--- src/rtl/fdma_wr_arbiter_n_if.sv ---
// Bundle of requester-side and FDMA-side signals for the N-channel write arbiter.
// The master modport is the arbiter's view; slave is the environment's view.
interface fdma_wr_arbiter_n_if #(
    parameter int CH_NUM         = 4,
    parameter int AXI_DATA_WIDTH = 32,
    parameter int AXI_ADDR_WIDTH = 23
);
    logic [CH_NUM*AXI_ADDR_WIDTH-1:0] ch_waddr;
    logic [CH_NUM-1:0]                ch_wareq;
    logic [CH_NUM*16-1:0]             ch_wsize;
    logic [CH_NUM-1:0]                ch_wbusy;
    logic [CH_NUM*AXI_DATA_WIDTH-1:0] ch_wdata;
    logic [CH_NUM-1:0]                ch_wvalid;
    logic [AXI_ADDR_WIDTH-1:0]        fdma_waddr;
    logic                             fdma_wareq;
    logic [15:0]                      fdma_wsize;
    logic                             fdma_wbusy;
    logic                             fdma_wvalid;
    logic [AXI_DATA_WIDTH-1:0]        fdma_wdata;
    logic [CH_NUM-1:0]                grant;
    logic                             err_timeout;

    modport master (
        input  ch_waddr, ch_wareq, ch_wsize, ch_wdata, fdma_wbusy, fdma_wvalid,
        output ch_wbusy, ch_wvalid, fdma_waddr, fdma_wareq, fdma_wsize, fdma_wdata,
        output grant, err_timeout
    );

    modport slave (
        output ch_waddr, ch_wareq, ch_wsize, ch_wdata, fdma_wbusy, fdma_wvalid,
        input  ch_wbusy, ch_wvalid, fdma_waddr, fdma_wareq, fdma_wsize, fdma_wdata,
        input  grant, err_timeout
    );
endinterface

--- src/rtl/fdma_wr_arbiter_n.sv ---
// Round-robin arbiter multiplexing CH_NUM write requesters onto one FDMA write port.
// Optional REQ-phase watchdog compiled in with `define FDMA_ARB_WATCHDOG_EN.
module fdma_wr_arbiter_n #(
    parameter int CH_NUM         = 4,
    parameter int AXI_DATA_WIDTH = 32,
    parameter int AXI_ADDR_WIDTH = 23,
    parameter int TIMEOUT        = 1024
) (
    input  logic                ui_clk,
    input  logic                ui_rstn,
    fdma_wr_arbiter_n_if.master bus
);
    localparam int IDX_W = $clog2(CH_NUM);

    localparam logic [1:0] S_IDLE = 2'd0;
    localparam logic [1:0] S_REQ  = 2'd1;
    localparam logic [1:0] S_BUSY = 2'd2;

    // Reset value makes channel 0 the first candidate after reset.
    localparam logic [IDX_W-1:0] LAST_RST  = IDX_W'(CH_NUM - 1);
    localparam logic [IDX_W:0]   CH_NUM_W  = (IDX_W+1)'(CH_NUM);
    localparam logic [CH_NUM-1:0] ONE_HOT0 = CH_NUM'(1);

    logic [1:0]                r_state;
    logic [CH_NUM-1:0]         r_grant;
    logic [AXI_ADDR_WIDTH-1:0] r_waddr;
    logic [15:0]               r_wsize;
    logic                      r_wareq;
    logic [IDX_W-1:0]          r_win_idx;
    logic [IDX_W-1:0]          r_last_grant;

    logic [CH_NUM-1:0]         w_eligible;
    logic [AXI_ADDR_WIDTH-1:0] w_addr_arr [CH_NUM];
    logic [15:0]               w_size_arr [CH_NUM];
    logic [AXI_DATA_WIDTH-1:0] w_data_arr [CH_NUM];

    logic                      w_found;
    logic [IDX_W-1:0]          w_win_idx;
    logic [AXI_DATA_WIDTH-1:0] w_wdata;

    for (genvar g = 0; g < CH_NUM; g++) begin : g_slice
        assign w_addr_arr[g] = bus.ch_waddr[g*AXI_ADDR_WIDTH +: AXI_ADDR_WIDTH];
        assign w_size_arr[g] = bus.ch_wsize[g*16 +: 16];
        assign w_data_arr[g] = bus.ch_wdata[g*AXI_DATA_WIDTH +: AXI_DATA_WIDTH];
        assign w_eligible[g] = bus.ch_wareq[g] && (w_size_arr[g] != 16'd0);
    end

    // Search starts just after the previous owner and wraps modulo CH_NUM.
    always_comb begin
        logic [IDX_W:0] sum;
        // NOTE: every combinational output gets a default first so no path leaves it unassigned (no latch).
        w_found   = 1'b0;
        w_win_idx = '0;
        sum       = '0;
        for (int k = 1; k <= CH_NUM; k++) begin
            sum = {1'b0, r_last_grant} + (IDX_W+1)'(k);
            if (sum >= CH_NUM_W) sum = sum - CH_NUM_W;
            if (!w_found && w_eligible[sum[IDX_W-1:0]]) begin
                w_found   = 1'b1;
                w_win_idx = sum[IDX_W-1:0];
            end
        end
    end

    always_comb begin
        w_wdata = '0;
        for (int i = 0; i < CH_NUM; i++) begin
            if (r_grant[i]) w_wdata = w_wdata | w_data_arr[i];
        end
    end

`ifdef FDMA_ARB_WATCHDOG_EN
    localparam int CNT_W = $clog2(TIMEOUT + 1);
    localparam logic [CNT_W-1:0] WD_LAST = CNT_W'(TIMEOUT - 1);
    logic [CNT_W-1:0] r_wd_cnt;
    logic             r_err_timeout;
`endif

    // NOTE: state registers use non-blocking assignments so every flop samples pre-edge values.
    always_ff @(posedge ui_clk or negedge ui_rstn) begin
        if (!ui_rstn) begin
            r_state      <= S_IDLE;
            r_grant      <= '0;
            r_waddr      <= '0;
            r_wsize      <= '0;
            r_wareq      <= 1'b0;
            r_win_idx    <= '0;
            r_last_grant <= LAST_RST;
`ifdef FDMA_ARB_WATCHDOG_EN
            r_wd_cnt      <= '0;
            r_err_timeout <= 1'b0;
`endif
        end else begin
            case (r_state)
                S_IDLE: begin
                    if (w_found) begin
                        r_grant   <= ONE_HOT0 << w_win_idx;
                        r_waddr   <= w_addr_arr[w_win_idx];
                        r_wsize   <= w_size_arr[w_win_idx];
                        r_wareq   <= 1'b1;
                        r_win_idx <= w_win_idx;
                        r_state   <= S_REQ;
`ifdef FDMA_ARB_WATCHDOG_EN
                        r_wd_cnt  <= '0;
`endif
                    end
                end
                S_REQ: begin
                    if (bus.fdma_wbusy) begin
                        r_wareq <= 1'b0;
                        r_state <= S_BUSY;
                    end
`ifdef FDMA_ARB_WATCHDOG_EN
                    // FDMA never accepted: give up, flag it, and let the next channel in.
                    else if (r_wd_cnt == WD_LAST) begin
                        r_wareq       <= 1'b0;
                        r_err_timeout <= 1'b1;
                        r_last_grant  <= r_win_idx;
                        r_grant       <= '0;
                        r_state       <= S_IDLE;
                    end else begin
                        r_wd_cnt <= r_wd_cnt + 1'b1;
                    end
`endif
                end
                S_BUSY: begin
                    if (!bus.fdma_wbusy) begin
                        r_last_grant <= r_win_idx;
                        r_grant      <= '0;
                        r_state      <= S_IDLE;
                    end
                end
                default: r_state <= S_IDLE;
            endcase
        end
    end

`ifdef FDMA_ARB_WATCHDOG_EN
    assign bus.err_timeout = r_err_timeout;
`else
    assign bus.err_timeout = 1'b0;
`endif

    assign bus.grant      = r_grant;
    assign bus.fdma_waddr = r_waddr;
    assign bus.fdma_wsize = r_wsize;
    assign bus.fdma_wareq = r_wareq;
    assign bus.fdma_wdata = w_wdata;
    assign bus.ch_wbusy   = r_grant & {CH_NUM{bus.fdma_wbusy}};
    assign bus.ch_wvalid  = r_grant & {CH_NUM{bus.fdma_wvalid}};
endmodule

--- src/flat_wrapper.sv ---
// flat-port wrapper written by rule: the top's interface ports become plain ports
module fdma_wr_arbiter_n_flat 
#(
    parameter int CH_NUM         = 4,
    parameter int AXI_DATA_WIDTH = 32,
    parameter int AXI_ADDR_WIDTH = 23,
    parameter int TIMEOUT        = 1024
)
  (ui_clk, ui_rstn, bus_ch_waddr, bus_ch_wareq, bus_ch_wsize, bus_ch_wdata, bus_fdma_wbusy, bus_fdma_wvalid, bus_ch_wbusy, bus_ch_wvalid, bus_fdma_waddr, bus_fdma_wareq, bus_fdma_wsize, bus_fdma_wdata, bus_grant, bus_err_timeout);
  fdma_wr_arbiter_n_if #(.CH_NUM(CH_NUM), .AXI_DATA_WIDTH(AXI_DATA_WIDTH), .AXI_ADDR_WIDTH(AXI_ADDR_WIDTH)) bus_i ();
  input  logic ui_clk;
  input  logic ui_rstn;
  input wire logic [$bits(bus_i.ch_waddr)-1:0] bus_ch_waddr;
  input wire logic [$bits(bus_i.ch_wareq)-1:0] bus_ch_wareq;
  input wire logic [$bits(bus_i.ch_wsize)-1:0] bus_ch_wsize;
  input wire logic [$bits(bus_i.ch_wdata)-1:0] bus_ch_wdata;
  input wire logic [$bits(bus_i.fdma_wbusy)-1:0] bus_fdma_wbusy;
  input wire logic [$bits(bus_i.fdma_wvalid)-1:0] bus_fdma_wvalid;
  output wire logic [$bits(bus_i.ch_wbusy)-1:0] bus_ch_wbusy;
  output wire logic [$bits(bus_i.ch_wvalid)-1:0] bus_ch_wvalid;
  output wire logic [$bits(bus_i.fdma_waddr)-1:0] bus_fdma_waddr;
  output wire logic [$bits(bus_i.fdma_wareq)-1:0] bus_fdma_wareq;
  output wire logic [$bits(bus_i.fdma_wsize)-1:0] bus_fdma_wsize;
  output wire logic [$bits(bus_i.fdma_wdata)-1:0] bus_fdma_wdata;
  output wire logic [$bits(bus_i.grant)-1:0] bus_grant;
  output wire logic [$bits(bus_i.err_timeout)-1:0] bus_err_timeout;
  assign bus_i.ch_waddr = bus_ch_waddr;
  assign bus_i.ch_wareq = bus_ch_wareq;
  assign bus_i.ch_wsize = bus_ch_wsize;
  assign bus_i.ch_wdata = bus_ch_wdata;
  assign bus_i.fdma_wbusy = bus_fdma_wbusy;
  assign bus_i.fdma_wvalid = bus_fdma_wvalid;
  assign bus_ch_wbusy = bus_i.ch_wbusy;
  assign bus_ch_wvalid = bus_i.ch_wvalid;
  assign bus_fdma_waddr = bus_i.fdma_waddr;
  assign bus_fdma_wareq = bus_i.fdma_wareq;
  assign bus_fdma_wsize = bus_i.fdma_wsize;
  assign bus_fdma_wdata = bus_i.fdma_wdata;
  assign bus_grant = bus_i.grant;
  assign bus_err_timeout = bus_i.err_timeout;
  fdma_wr_arbiter_n #(.CH_NUM(CH_NUM), .AXI_DATA_WIDTH(AXI_DATA_WIDTH), .AXI_ADDR_WIDTH(AXI_ADDR_WIDTH), .TIMEOUT(TIMEOUT)) u_core (.ui_clk(ui_clk), .ui_rstn(ui_rstn), .bus(bus_i));
endmodule
--- config.mk ---
export PLATFORM = sky130hd
export DESIGN_NAME = fdma_wr_arbiter_n_flat
export DESIGN_NICKNAME = d
export VERILOG_FILES = /design/src/rtl/fdma_wr_arbiter_n_if.sv /design/src/rtl/fdma_wr_arbiter_n.sv /design/src/flat_wrapper.sv
export SDC_FILE = /design/constraint.sdc
export NUM_CORES = 1
export LEC_CHECK = 0
export CAP_MARGIN = 20
export CORE_AREA = 2 2 145 147
export DETAILED_ROUTE_END_ITERATION = 10
export DIE_AREA = 0 0 147 149
export DONT_BUFFER_PORTS = 1
export GPL_ROUTABILITY_DRIVEN = 0
export PLACE_DENSITY_LB_ADDON = 0.05
export SETUP_SLACK_MARGIN = 0.15
export SLEW_MARGIN = 20
export SYNTH_ARGS = -nofsm -noshare
export SYNTH_HDL_FRONTEND = slang
export SYNTH_SLANG_ARGS = --single-unit
--- constraint.sdc ---
create_clock -name ui_clk -period 2.6 [get_ports ui_clk]
set_input_delay 0.26 -clock ui_clk [delete_from_list [all_inputs] [get_ports ui_clk]]
set_output_delay 0.26 -clock ui_clk [all_outputs]
set_load 0.005 [all_outputs]
Yosys cells after proc, flatten, opt, wreduce, memory -nomap -nowiden

Index checks and enable logic that the tools add are counted.

Logic and storage cells: 99
Output and inout port bits: 85
Register bits: 50

Shift-type cells: 1
Add/subtract/negate cells: 8
Equal/unequal tests: 5
Reductions and logical operators: 22
Bitwise logic cells: 7
Muxes and demuxes: 40
Magnitude comparators: 9

Operators with widths:

| kind                | number |
|---|---|
| $mux 32             | 4 |
| $or 32x32->32       | 3 |
| $reduce_bool 16->1  | 4 |
| $bmux 23 s2         | 1 |
| $mux 23             | 2 |
| $bmux 16 s2         | 1 |
| $mux 16             | 2 |
| $mux 2              | 11 |
| $ge 3x3->1 const B  | 5 |
| $lt 2x3->1 const B  | 4 |
| $mux 1              | 10 |
| $reduce_and 3->1    | 3 |
| $and 4x4->4         | 2 |
| $bmux 1 s2          | 4 |
| $mux 4              | 2 |
| $pmux 4 s2          | 1 |
| $sub 2x1->2 const B | 4 |
| $logic_and 1x1->1   | 7 |
| $add 2x2->3 const B | 2 |
| $pmux 2 s3          | 1 |
| $ne 2x2->1 const B  | 2 |
| $reduce_and 2->1    | 2 |
| $reduce_bool 2->1   | 2 |
| $shl 1x2->4 const A | 1 |
| 10 further kinds    | 12 |

Logic depth before layout (Yosys ltp)

Gate-level depths: netlist of run 1.

Word-level depth: 19
Mapped depth: 8

Least setup slack after synthesis of run 1

OpenSTA, ideal clock, no wires.

Path kind: input to register
Start point: input bus_ch_wsize[58]
End point: register u_core.r_waddr[0], in the netlist u_core.bus.fdma_waddr[0]
Arrival: 2.368 ns
Stages: 8
Library setup time: 0.132 ns
Slack: 0.099 ns
Buffers on the path: 2
Cell sequence: or4_1 -> o41ai_4 -> o32ai_1 -> a221oi_2 -> buf_6 -> buf_6 -> mux2i_1 -> o221ai_2

Cells in the longest elaborated chain, start to end: 18
Elaborated cells between the ends (all ways): 29

Ends and longest elaborated chain:

| what                                        | RTL line                | source |
|---|---|---|
| start, declared                             | flat_wrapper.sv:15      | `input wire logic [$bits(bus_i.ch_wsize)-1:0] bus_ch_wsize;` |
| $reduce_bool 16->1 (*)                      | fdma_wr_arbiter_n.sv:45 | `assign w_eligible[g] = bus.ch_wareq[g] && (w_size_arr[g] != 16'd0);` |
| $logic_and 1x1->1 (*)                       | fdma_wr_arbiter_n.sv:45 |  |
| $bmux 1 s2                                  | fdma_wr_arbiter_n.sv:58 | `if (!w_found && w_eligible[sum[IDX_W-1:0]]) begin` |
| $mux 1 (implied by the code)                | fdma_wr_arbiter_n.sv:58 |  |
| $mux 1                                      | fdma_wr_arbiter_n.sv:58 |  |
| $logic_not 1->1                             | fdma_wr_arbiter_n.sv:58 |  |
| $logic_and 1x1->1                           | fdma_wr_arbiter_n.sv:58 |  |
| $mux 1                                      | fdma_wr_arbiter_n.sv:58 |  |
| $logic_not 1->1                             | fdma_wr_arbiter_n.sv:58 |  |
| $logic_and 1x1->1                           | fdma_wr_arbiter_n.sv:58 |  |
| $mux 1                                      | fdma_wr_arbiter_n.sv:58 |  |
| $logic_not 1->1                             | fdma_wr_arbiter_n.sv:58 |  |
| $logic_and 1x1->1                           | fdma_wr_arbiter_n.sv:58 |  |
| $mux 2                                      | fdma_wr_arbiter_n.sv:58 |  |
| $not 2->3 (implied by the code)             | fdma_wr_arbiter_n.sv:98 | `r_waddr <= w_addr_arr[w_win_idx];` |
| $bmux 23 s2                                 | fdma_wr_arbiter_n.sv:98 |  |
| $mux 23 (implied by the code) (2 in series) | fdma_wr_arbiter_n.sv:98 |  |
| end signal, assigned                        | fdma_wr_arbiter_n.sv:98 |  |
| end, declared                               | fdma_wr_arbiter_n.sv:26 | `logic [AXI_ADDR_WIDTH-1:0] r_waddr;` |

Mark *: on every way between the ends. The rest lies on a longest branch, timed or not. The select of a mux whose other input is x is not followed.
A chain may end at the register's enable or synchronous reset.

Worst setup path after layout of run 1

Start point: input bus_ch_wsize[57]
End point: register u_core.r_wsize[9], in the netlist u_core.bus.fdma_wsize[9]

Cells in the longest elaborated chain, start to end: 18
Elaborated cells between the ends (all ways): 29

Ends and longest elaborated chain:

| what                                        | RTL line                | source |
|---|---|---|
| $reduce_bool 16->1                          | fdma_wr_arbiter_n.sv:45 |  |
| $logic_and 1x1->1                           | fdma_wr_arbiter_n.sv:45 |  |
| $bmux 1 s2                                  | fdma_wr_arbiter_n.sv:58 |  |
| $mux 1 (implied by the code)                | fdma_wr_arbiter_n.sv:58 |  |
| $mux 1                                      | fdma_wr_arbiter_n.sv:58 |  |
| $logic_not 1->1                             | fdma_wr_arbiter_n.sv:58 |  |
| $logic_and 1x1->1                           | fdma_wr_arbiter_n.sv:58 |  |
| $mux 1                                      | fdma_wr_arbiter_n.sv:58 |  |
| $logic_not 1->1                             | fdma_wr_arbiter_n.sv:58 |  |
| $logic_and 1x1->1                           | fdma_wr_arbiter_n.sv:58 |  |
| $mux 1                                      | fdma_wr_arbiter_n.sv:58 |  |
| $logic_not 1->1                             | fdma_wr_arbiter_n.sv:58 |  |
| $logic_and 1x1->1                           | fdma_wr_arbiter_n.sv:58 |  |
| $mux 2                                      | fdma_wr_arbiter_n.sv:58 |  |
| $not 2->3 (implied by the code)             | fdma_wr_arbiter_n.sv:99 | `r_wsize <= w_size_arr[w_win_idx];` |
| $bmux 16 s2                                 | fdma_wr_arbiter_n.sv:99 |  |
| $mux 16 (implied by the code) (2 in series) | fdma_wr_arbiter_n.sv:99 |  |
| end signal, assigned                        | fdma_wr_arbiter_n.sv:99 |  |
| end, declared                               | fdma_wr_arbiter_n.sv:27 | `logic [15:0] r_wsize;` |

Parallel ways exist; a longest one is shown, timed or not. The select of a mux whose other input is x is not followed.

==> impl_metrics.tcl, run 1 <==
set metrics [dict create \
    status "finished clean" \
    holdCritPathClass "primary input to register" \
    setup_viol 0 \
    max_slew.worst_pin.slew_ns 0.558 \
    die_width_um 147 \
    highest_layer "met4" \
    path_cells "or4_4 -> o41ai_4 -> o32ai_2 -> a221oi_4 -> buf_6 -> buf_12 -> mux2i_2 -> o221ai_2" \
    numCtsBuffers 5 \
    setup.worst_path.class "primary input to register" \
    ys_seq_elements 50 \
    cp-start-kind "primary input" \
    antenna_found_initial 2 \
    rsz0062_at_grt "no" \
    path_buf_inv 2 \
    cts.clk_slew.worst_paths_ns 0.07 \
    synth_area_leaders "dfrtp_1 29%, mux2i_1 19%, o221ai_2 14%" \
    syn_nets 713 \
    drtAntennaViolNets 0 \
    synth.avg_cell_area_um2 10.0 \
    syn_area_um2 4210 \
    maxSlewHeadroom_pct 62.4 \
    htree_levels 2 \
    clock-root-buffer "clkbuf_16" \
    cts.sinks 50 \
    viasPerCell 5.19 \
    yosys_warnings 0 \
    drt-pass1-iter-count 4 \
    port_buffers 0 \
    power.leakage_uw 0.00201 \
    fmax_mhz 428 \
    routed-wl-met3_um 1290 \
    ys_top_cells_by_count "78 x mux2i_1, 78 x nand2_1, 64 x a22oi_1" \
    overflow 0 \
    synthDistinctLibCells 41 \
    die_h_um 149 \
    postCtsSetupRepairBufs 0 \
    cp_max_fo 10 \
    grt_pass1_wl_um 23100 \
    worstSetupEndpointType "register" \
    reg2regPathDepth 8 \
    period_share_pct 89.8 \
    track_usage_pct 13.9 \
    required_ns 2.79 \
    yosysTopAreaCell "dfrtp_1" \
    hold-worst-slack_ns 0.142 \
    drive_gt1_share_pct 25.2 \
    fin_skew_ns 0.00827 \
    grt_max_degree 51 \
    grt_pass1_vias 3627 \
    yosys.area.top_type_share_pct 28.5 \
    drtIter0Drc 104 \
    wl_per_cell_um 23.4 \
    start_util_pct 20.5 \
    crit_slowest_cell "or4_4" \
    dp_slack_ns -0.207 \
    min_period_ns 2.34 \
    pin_count 377 \
    reg2reg_slack_ns 0.40 \
    clock_latency_ns 0.30 \
    rr_endpoint "u_core.bus.fdma_wsize[9]$_DFFE_PN0P_" \
    setup_ws_ns 0.264 \
    synth-seq-area-share_pct 29.8 \
    die_area_um2 21900 \
    powerDensity_nw_per_um2 1110 \
    worstPathArrival_ns 2.52 \
    synth-edff-count 0 \
    vias 3645 \
    cpPeakStageDelay_ns 0.53 \
    dpl.hpwl_um 12900 \
    fp.coreArea_um2 20600 \
    hold_violations 0 \
    drv_slew 0 \
    holdPathStages 2 \
    areaGrowthSynthToFinish_pct 17.9 \
    nets 716 \
    ir_drop_v 0.000308 \
    tritoncts "yes" \
    worstReg2RegStart "u_core.r_last_grant[1]$_DFFE_PN1P_" \
    wl_met1_um 6310 \
    drv_cap 0 \
    synthArstFlopShare_pct 100 \
    critPathTopFamily "compound AO/OA/AOI/OAI gates" \
    holdCritStartpoint "bus_fdma_wbusy" \
    hold_end "u_core.r_state[1]$_DFFE_PN0P_" \
    clockBufferDepth 2 \
    rows 53 \
    synthFlopType "dfrtp_1" \
    dr_wl_met2_um 8490 \
    drt_wl_total_um 16400 \
    drc 0 \
    synth_cells 421 \
]
## worst max path at each step
stage,startpoint,to,depth (start not counted),slack [ns]
2_1_floorplan,bus_ch_wsize[57],u_core.bus.fdma_waddr[0]$_DFFE_PN0P_,8,0.14
3_3_place_gp,bus_ch_wsize[49],u_core.bus.fdma_wsize[9]$_DFFE_PN0P_,8,-0.16
3_5_place_dp,bus_ch_wsize[49],u_core.bus.fdma_wsize[11]$_DFFE_PN0P_,8,-0.21
4_1_cts,bus_ch_wsize[49],u_core.bus.fdma_wsize[15]$_DFFE_PN0P_,8,0.16
5_1_grt,bus_ch_wsize[57],u_core.bus.fdma_wsize[11]$_DFFE_PN0P_,8,0.17
6_report,bus_ch_wsize[57],u_core.bus.fdma_wsize[9]$_DFFE_PN0P_,8,0.26
## cells in the final DEF (no fill, tap or decap), types with 2 or more instances in the layout
master and instances:
a22oi_1 64, a41oi_1 3, and2_1 8, buf_12 11, buf_4 19, buf_6 2
clkbuf_16 6, dfrtp_1 48, dfstp_2 2, diode_2 2, inv_1 5, mux2i_1 67
mux2i_2 7, mux2i_4 4, nand2_1 77, nand2_2 2, nand3_1 7, nor2_1 7
nor4_1 8, o21ai_0 2, o21ai_1 2, o221ai_2 39, o31ai_1 2, o41ai_4 2
or4_1 5, or4_4 3
## cells by family (layout without fill, tap and decap cells)
group | count (synthesis) | count (layout) | synth area share (%)
AO/OA/AOI/OAI | 121 | 121 | 29.8
XOR/XNOR | 1 | 1 | 0.208
buffers and inverters | 44 | 48 | 7.43
flip-flops | 50 | 50 | 29.8
multiplexers | 79 | 79 | 18.8
other | 1 | 3 | 0.0891
AND/OR/NAND/NOR | 125 | 125 | 13.9
## worst reg2reg max path, cell delays in order (launching register included)
cell      delay, ns
dfstp_2        0.62
nand2_1        0.07
a41oi_1        0.18
o32ai_2        0.12
a221oi_4       0.30
buf_6          0.20
buf_12         0.18
mux2i_2        0.29
o221ai_2       0.11
## through the flow
stage / total power (uW) / instances / area (um2) / TNS, ns / util (%)
after floorplan: 3950 / 421 / 4220 / 0 / -
after global placement: 4770 / 689 / 4660 / -1.80 / 22.7
after detailed placement: 4770 / 689 / 4660 / -2.75 / 22.7
after CTS: 5550 / 699 / 4850 / 0 / 23.6
after global routing: 5970 / 702 / 4960 / 0 / 24.1
final: 5520 / 702 / 4960 / 0 / 24.1
## sequential cells by signal, indices dropped and copies added, names as in the netlist
register	cells
u_core.bus.fdma_waddr	23
u_core.bus.fdma_wareq	1
u_core.r_win_idx	2
u_core.r_last_grant	2
u_core.bus.fdma_wsize	16
u_core.bus.grant	4
u_core.r_state	2
## layer usage
metal  up-vias  track usage, %
li1       1652               -
met5         -               0
met4         0            4.33
met3        17            3.67
met2       214            25.0
met1      1762            16.2
## power by group
group | leakage (uW) | internal (uW) | switching, uW | total, uW
registers | 0.000615 | 1170 | 364 | 1540
clock network | 0.0000713 | 361 | 337 | 698
logic | 0.00132 | 1520 | 1770 | 3290
total | 0.00201 | 3050 | 2470 | 5520
## layout make-up
class / count / area [um2]
inverters: 5 / 18.8
well taps: 275 / 344
clock buffers: 6 / 129
flip-flops and latches: 50 / 1250
multi-input cells: 327 / 2750
diodes: 2 / 5.00
fillers: 2202 / 15600
repair buffers: 35 / 448
clock inverters: 2 / 13.8
## repair_timing
action                     in CTS  in global routing
hold endpoints to repair       50                  0
hold buffers                    2                  0
cloned                          0                  1
pin swaps                       0                  3
setup endpoints to repair       3                  7
gates resized for setup         3                 15
(Power assumes the default switching activity.)
==> inputs of run 2 (changes only) <==
--- a/config.mk
+++ b/config.mk
@@ -11,6 +11,7 @@
 export DIE_AREA = 0 0 147 149
 export DONT_BUFFER_PORTS = 1
 export GPL_ROUTABILITY_DRIVEN = 0
+export HOLD_SLACK_MARGIN = 0.08
 export PLACE_DENSITY_LB_ADDON = 0.05
 export SETUP_SLACK_MARGIN = 0.15
 export SLEW_MARGIN = 20
==> results of run 2 <==
Same layout as run 1: the final DEF is identical, and so are final timing and power.
==> inputs of run 3 (changes only) <==
--- a/config.mk
+++ b/config.mk
@@ -11,6 +11,7 @@
 export DIE_AREA = 0 0 147 149
 export DONT_BUFFER_PORTS = 1
 export GPL_ROUTABILITY_DRIVEN = 0
+export GPL_TIMING_DRIVEN = 0
 export HOLD_SLACK_MARGIN = 0.08
 export PLACE_DENSITY_LB_ADDON = 0.05
 export SETUP_SLACK_MARGIN = 0.15
==> run 3 against run 2 <==
Worst hold slack got worse by 0.025 ns. Clock power increased by 20%. Utilization increased by 1.7 points. Cell area increased by 7.0%. Sequential share of layout area decreased by 1.7 points. Highest routed layer unchanged. Clock skew increased by 0.0018 ns. Cell count increased by 2.4%.
==> impl_metrics.tcl, run 3 (synthesis results as in run 1) <==
set metrics [dict create \
    clockBufferDepth 2 \
    drv_cap 0 \
    path_buf_inv 4 \
    areaGrowthSynthToFinish_pct 26.1 \
    largest_reg_flops 23 \
    rows 53 \
    powerDensity_nw_per_um2 1170 \
    track_usage_pct 15.0 \
    die_h_um 149 \
    die_area_um2 21900 \
    max_slew.worst_pin.slew_ns 0.639 \
    cp_max_fo 5 \
    min_period_ns 2.40 \
    crit_slowest_cell "or4_4" \
    status "finished clean" \
    wl_per_cell_um 25.6 \
    numCtsBuffers 5 \
    drt-pass1-iter-count 4 \
    overflow 0 \
    critPathTopFamily "compound AO/OA/AOI/OAI gates" \
    drtIter0Drc 116 \
    holdPathStages 2 \
    setup_viol 0 \
    cp-start-kind "primary input" \
    worstSetupEndpointType "register" \
    hold_end "u_core.r_state[1]$_DFFE_PN0P_" \
    tritoncts "yes" \
    rsz0062_at_grt "no" \
    vias 3809 \
    drive_gt1_share_pct 28.7 \
    grt_pass1_vias 3792 \
    die_width_um 147 \
    ir_drop_v 0.000409 \
    dp_slack_ns -0.546 \
    worstReg2RegStart "u_core.r_last_grant[1]$_DFFE_PN1P_" \
    period_share_pct 92.5 \
    holdCritPathClass "primary input to register" \
    setup_ws_ns 0.196 \
    final_util_pct 25.8 \
    viasPerCell 5.30 \
    cts.sinks 50 \
    cts.clk_slew.worst_paths_ns 0.08 \
    htree_levels 2 \
    rr_endpoint "u_core.bus.fdma_wsize[14]$_DFFE_PN0P_" \
    hold_violations 0 \
    port_buffers 0 \
    drc 0 \
    cpMostUsedCell "buf_12" \
    fp.coreArea_um2 20600 \
    worstPathArrival_ns 2.59 \
    drt_wl_total_um 18400 \
    reg2reg_slack_ns 0.29 \
    maxSlewHeadroom_pct 57.0 \
    grt_pass1_wl_um 24400 \
    pin_count 377 \
    path_cells "or4_4 -> o41ai_4 -> buf_4 -> o32ai_2 -> a221oi_4 -> buf_12 -> clkbuf_16 -> buf_12 -> mux2i_2 -> o221ai_2" \
    layout_common_cells "78 x nand2_1, 64 x a22oi_1, 48 x mux2i_1, 48 x dfrtp_1, 39 x o221ai_2" \
    setup.worst_path.class "primary input to register" \
    antenna_found_initial 2 \
    clock_latency_ns 0.31 \
    drtAntennaViolNets 0 \
    nets 733 \
    start_util_pct 20.5 \
    drv_slew 0 \
    required_ns 2.79 \
    clock-root-buffer "clkbuf_16" \
    grt_max_degree 51 \
    cpPeakStageDelay_ns 0.53 \
    power.leakage_uw 0.00206 \
    reg2regPathDepth 9 \
    fin_skew_ns 0.0101 \
    holdCritStartpoint "bus_fdma_wbusy" \
    fmax_mhz 416 \
    layout_commonest_cell "nand2_1" \
    dpl.hpwl_um 14400 \
]
-- run 3: cell types whose count changed in the layout (fill, tap and decap cells not counted), sizes merged --
cell	delta
buf	-8
clkbuf	+25
clkinv	-1
bufinv	+1
-- run 3: cell type report --
type | instances | area, um2
buffer | 38 | 332
timing repair buffer | 14 | 249
antenna | 2 | 5.00
inverter | 5 | 18.8
clock inverter | 2 | 38.8
multi-input combinational | 327 | 2930
tap | 275 | 344
fill | 2179 | 15200
clock buffer | 6 | 139
sequential | 50 | 1250
-- run 3: layer usage --
layer / global-route usage, % / vias up / routed length [um]
met3: 3.91 / 20 / 1330
li1: - / 1697 / -
met1: 17.4 / 1866 / 7300
met4: 5.05 / 0 / 366
met2: 27.0 / 226 / 9430
met5: 0 / - / 0
-- run 3: what timing repair did --
action | 4_1_cts | 5_1_grt
pin swaps | 3 | 1
setup buffers | 4 | 1
setup endpoints to repair | 45 | 44
resized for setup | 26 | 38
hold buffers | 2 | 0
hold endpoints to repair | 50 | 0
cloned | 0 | 7
-- run 3: worst reg2reg max path: cells and delay by family, from the launching register on --
family,cells,cell delay (ns)
DFF,1,0.62
muxes,1,0.27
and+or+nand+nor,1,0.08
buffers and inverters,3,0.47
AOI/OAI and AO/OA,4,0.75
-- run 3: worst max path at each step --
stage	start	to	slack, ns	depth (start not counted)
2_1_floorplan	bus_ch_wsize[57]	u_core.bus.fdma_waddr[0]$_DFFE_PN0P_	0.14	8
6_report	bus_ch_wsize[57]	u_core.bus.fdma_wsize[14]$_DFFE_PN0P_	0.20	10
3_5_place_dp	bus_ch_wsize[42]	u_core.bus.fdma_wsize[13]$_DFFE_PN0P_	-0.55	8
5_1_grt	bus_ch_wsize[57]	u_core.bus.fdma_wsize[15]$_DFFE_PN0P_	0.16	10
3_3_place_gp	bus_ch_wsize[42]	u_core.bus.fdma_wsize[10]$_DFFE_PN0P_	-0.55	8
4_1_cts	bus_ch_wsize[49]	u_core.bus.fdma_wsize[11]$_DFFE_PN0P_	0.14	9
-- run 3: through the flow --
stage | hold WS, ns | power, uW | area, um2 | setup TNS, ns | instances
floorplan | -0.0356 | 3950 | 4220 | 0 | 421
global placement | -0.0341 | 4780 | 4570 | -17.31 | 696
detailed placement | -0.0339 | 4790 | 4570 | -17.84 | 696
CTS | 0.109 | 5820 | 4930 | 0 | 709
global route | 0.119 | 6650 | 5310 | 0 | 719
finish | 0.117 | 6190 | 5310 | 0 | 719
-- run 3: power breakdown --
group / switching [uW] / total [uW] / leakage (uW) / internal (uW)
clock network: 349 / 835 / 0.0000875 / 486
logic: 2010 / 3810 / 0.00136 / 1790
registers: 377 / 1550 / 0.000615 / 1170
total: 2740 / 6190 / 0.00206 / 3450
==> patch: new RTL, settings of run 3 <==
`AXI_DATA_WIDTH` is set to 32 in 3 places; all go to 16.
--- a/src/rtl/fdma_wr_arbiter_n_if.sv
+++ b/src/rtl/fdma_wr_arbiter_n_if.sv
@@ -4,3 +4,3 @@
     parameter int CH_NUM         = 4,
-    parameter int AXI_DATA_WIDTH = 32,
+    parameter int AXI_DATA_WIDTH = 16,
     parameter int AXI_ADDR_WIDTH = 23
--- a/src/rtl/fdma_wr_arbiter_n.sv
+++ b/src/rtl/fdma_wr_arbiter_n.sv
@@ -4,3 +4,3 @@
     parameter int CH_NUM         = 4,
-    parameter int AXI_DATA_WIDTH = 32,
+    parameter int AXI_DATA_WIDTH = 16,
     parameter int AXI_ADDR_WIDTH = 23,
--- a/src/flat_wrapper.sv
+++ b/src/flat_wrapper.sv
@@ -4,3 +4,3 @@
     parameter int CH_NUM         = 4,
-    parameter int AXI_DATA_WIDTH = 32,
+    parameter int AXI_DATA_WIDTH = 16,
     parameter int AXI_ADDR_WIDTH = 23,
Interface: changed (resized bus_ch_wdata and bus_fdma_wdata); port bits go from 377 to 297. No check against the original RTL was run, so the function may have changed too.
==> patch against run 3 <==
Design area decreased by 9.1%; highest routed layer unchanged; routed wire length shrank 18%; clock power shrank 18%; synthesized area is 7.8% lower; worst hold slack improved by 0.028 ns; sequential cell count unchanged; setup slack worse by 0.020 ns; total power down 11%.
==> patch: results (changes against run 3) <==
- Initial antenna violation count: 0 (-2)
- Switch Pwr: 2.41 mW (-12%)
- Fin nets: 612 (-17%)
- Met1 WL: 6420 microns (-12%)
- Status: finished clean
- GR Layer Usage met1: 16.5% (-0.91 points)
- Vias/cell: 4.97 (-6.1%)
- Worst-Margin Slew: 0.616 ns (-0.0228 ns)
- Layout cells sized above 1: 31.5% (+2.8 points)
- Sequential fraction of design power: 27.5% (+2.5 points)
- Multi-input gates: 279 (-15%)
- Leakage power total: 1.87 nW (-9.3%)
- Routed wire length: 15,200 microns (-18%)
- Synth Area in XOR/XNOR: 0.226% (+0.018 points)
- Routed wl met2: 7320 microns (-22%)
- Critical Path Start: bus_ch_wsize[63]
- P_clk: 681 uW (-18%)
- Max incr delay on CP: 0.55 ns (+0.02 ns)
- Vias in the first global route: 3,325 (-12%)
- Signal buffers share of area: 9.94% (-1.0 points)
- Multi-input logic portion of the cell area: 53.8% (-1.4 points)
- Total track usage: 13.0% (-2.0 points)
- Non-Clock Buffer Count: 43 (-17%)
- CP max FO: 8 (+3)
- Top post-synthesis cells by count: mux2i_1, nand2_1, dfrtp_1
- # fillers: 2,213 (+1.6%)
- Max IR drop VDD: 0.000370 V (-9.5%)
- First-pass GRT wire length: 21,400 microns (-12%)
- Clock buffer count: 7 (+1)
- WP data arrival: 2.60 ns (about the same)
- CP Capture Point: u_core.bus.fdma_waddr[7]$_DFFE_PN0P_
- Switching part of the total power: 43.8% (-0.40 points)
- Setup Skew: 0.00539 ns (-0.00472 ns)
- Resize count post-CTS: 15 (-42%)
- Synth area leaders: dfrtp_1, mux2i_1, o221ai_2
## patch: changes by cell type in the layout (fill, tap and decap cells not counted), sizes merged
cell	change
a22oi	-32
buf	+2
nand2	-16
bufinv	-1
inv	-1
diode	-2
clkbuf	-10
## patch: critical path: cells and delay by family
family                 cells  cell delay, ns
AOI/OAI and AO/OA          4            0.87
and+or+nand+nor            1            0.55
muxes                      1            0.22
buffers and inverters      4            0.69
## patch: through the flow
stage / area, sq um / hold WS [ns] / setup slack (ns) / std cells
after global routing: 4820 / 0.138 / 0.0922 / 659
final: 4820 / 0.146 / 0.176 / 659
after detailed placement: 4240 / -0.0328 / -0.576 / 640
after floorplan: 3890 / -0.0356 / 0.128 / 365
after CTS: 4510 / 0.129 / 0.129 / 653
after global placement: 4240 / -0.0328 / -0.540 / 640
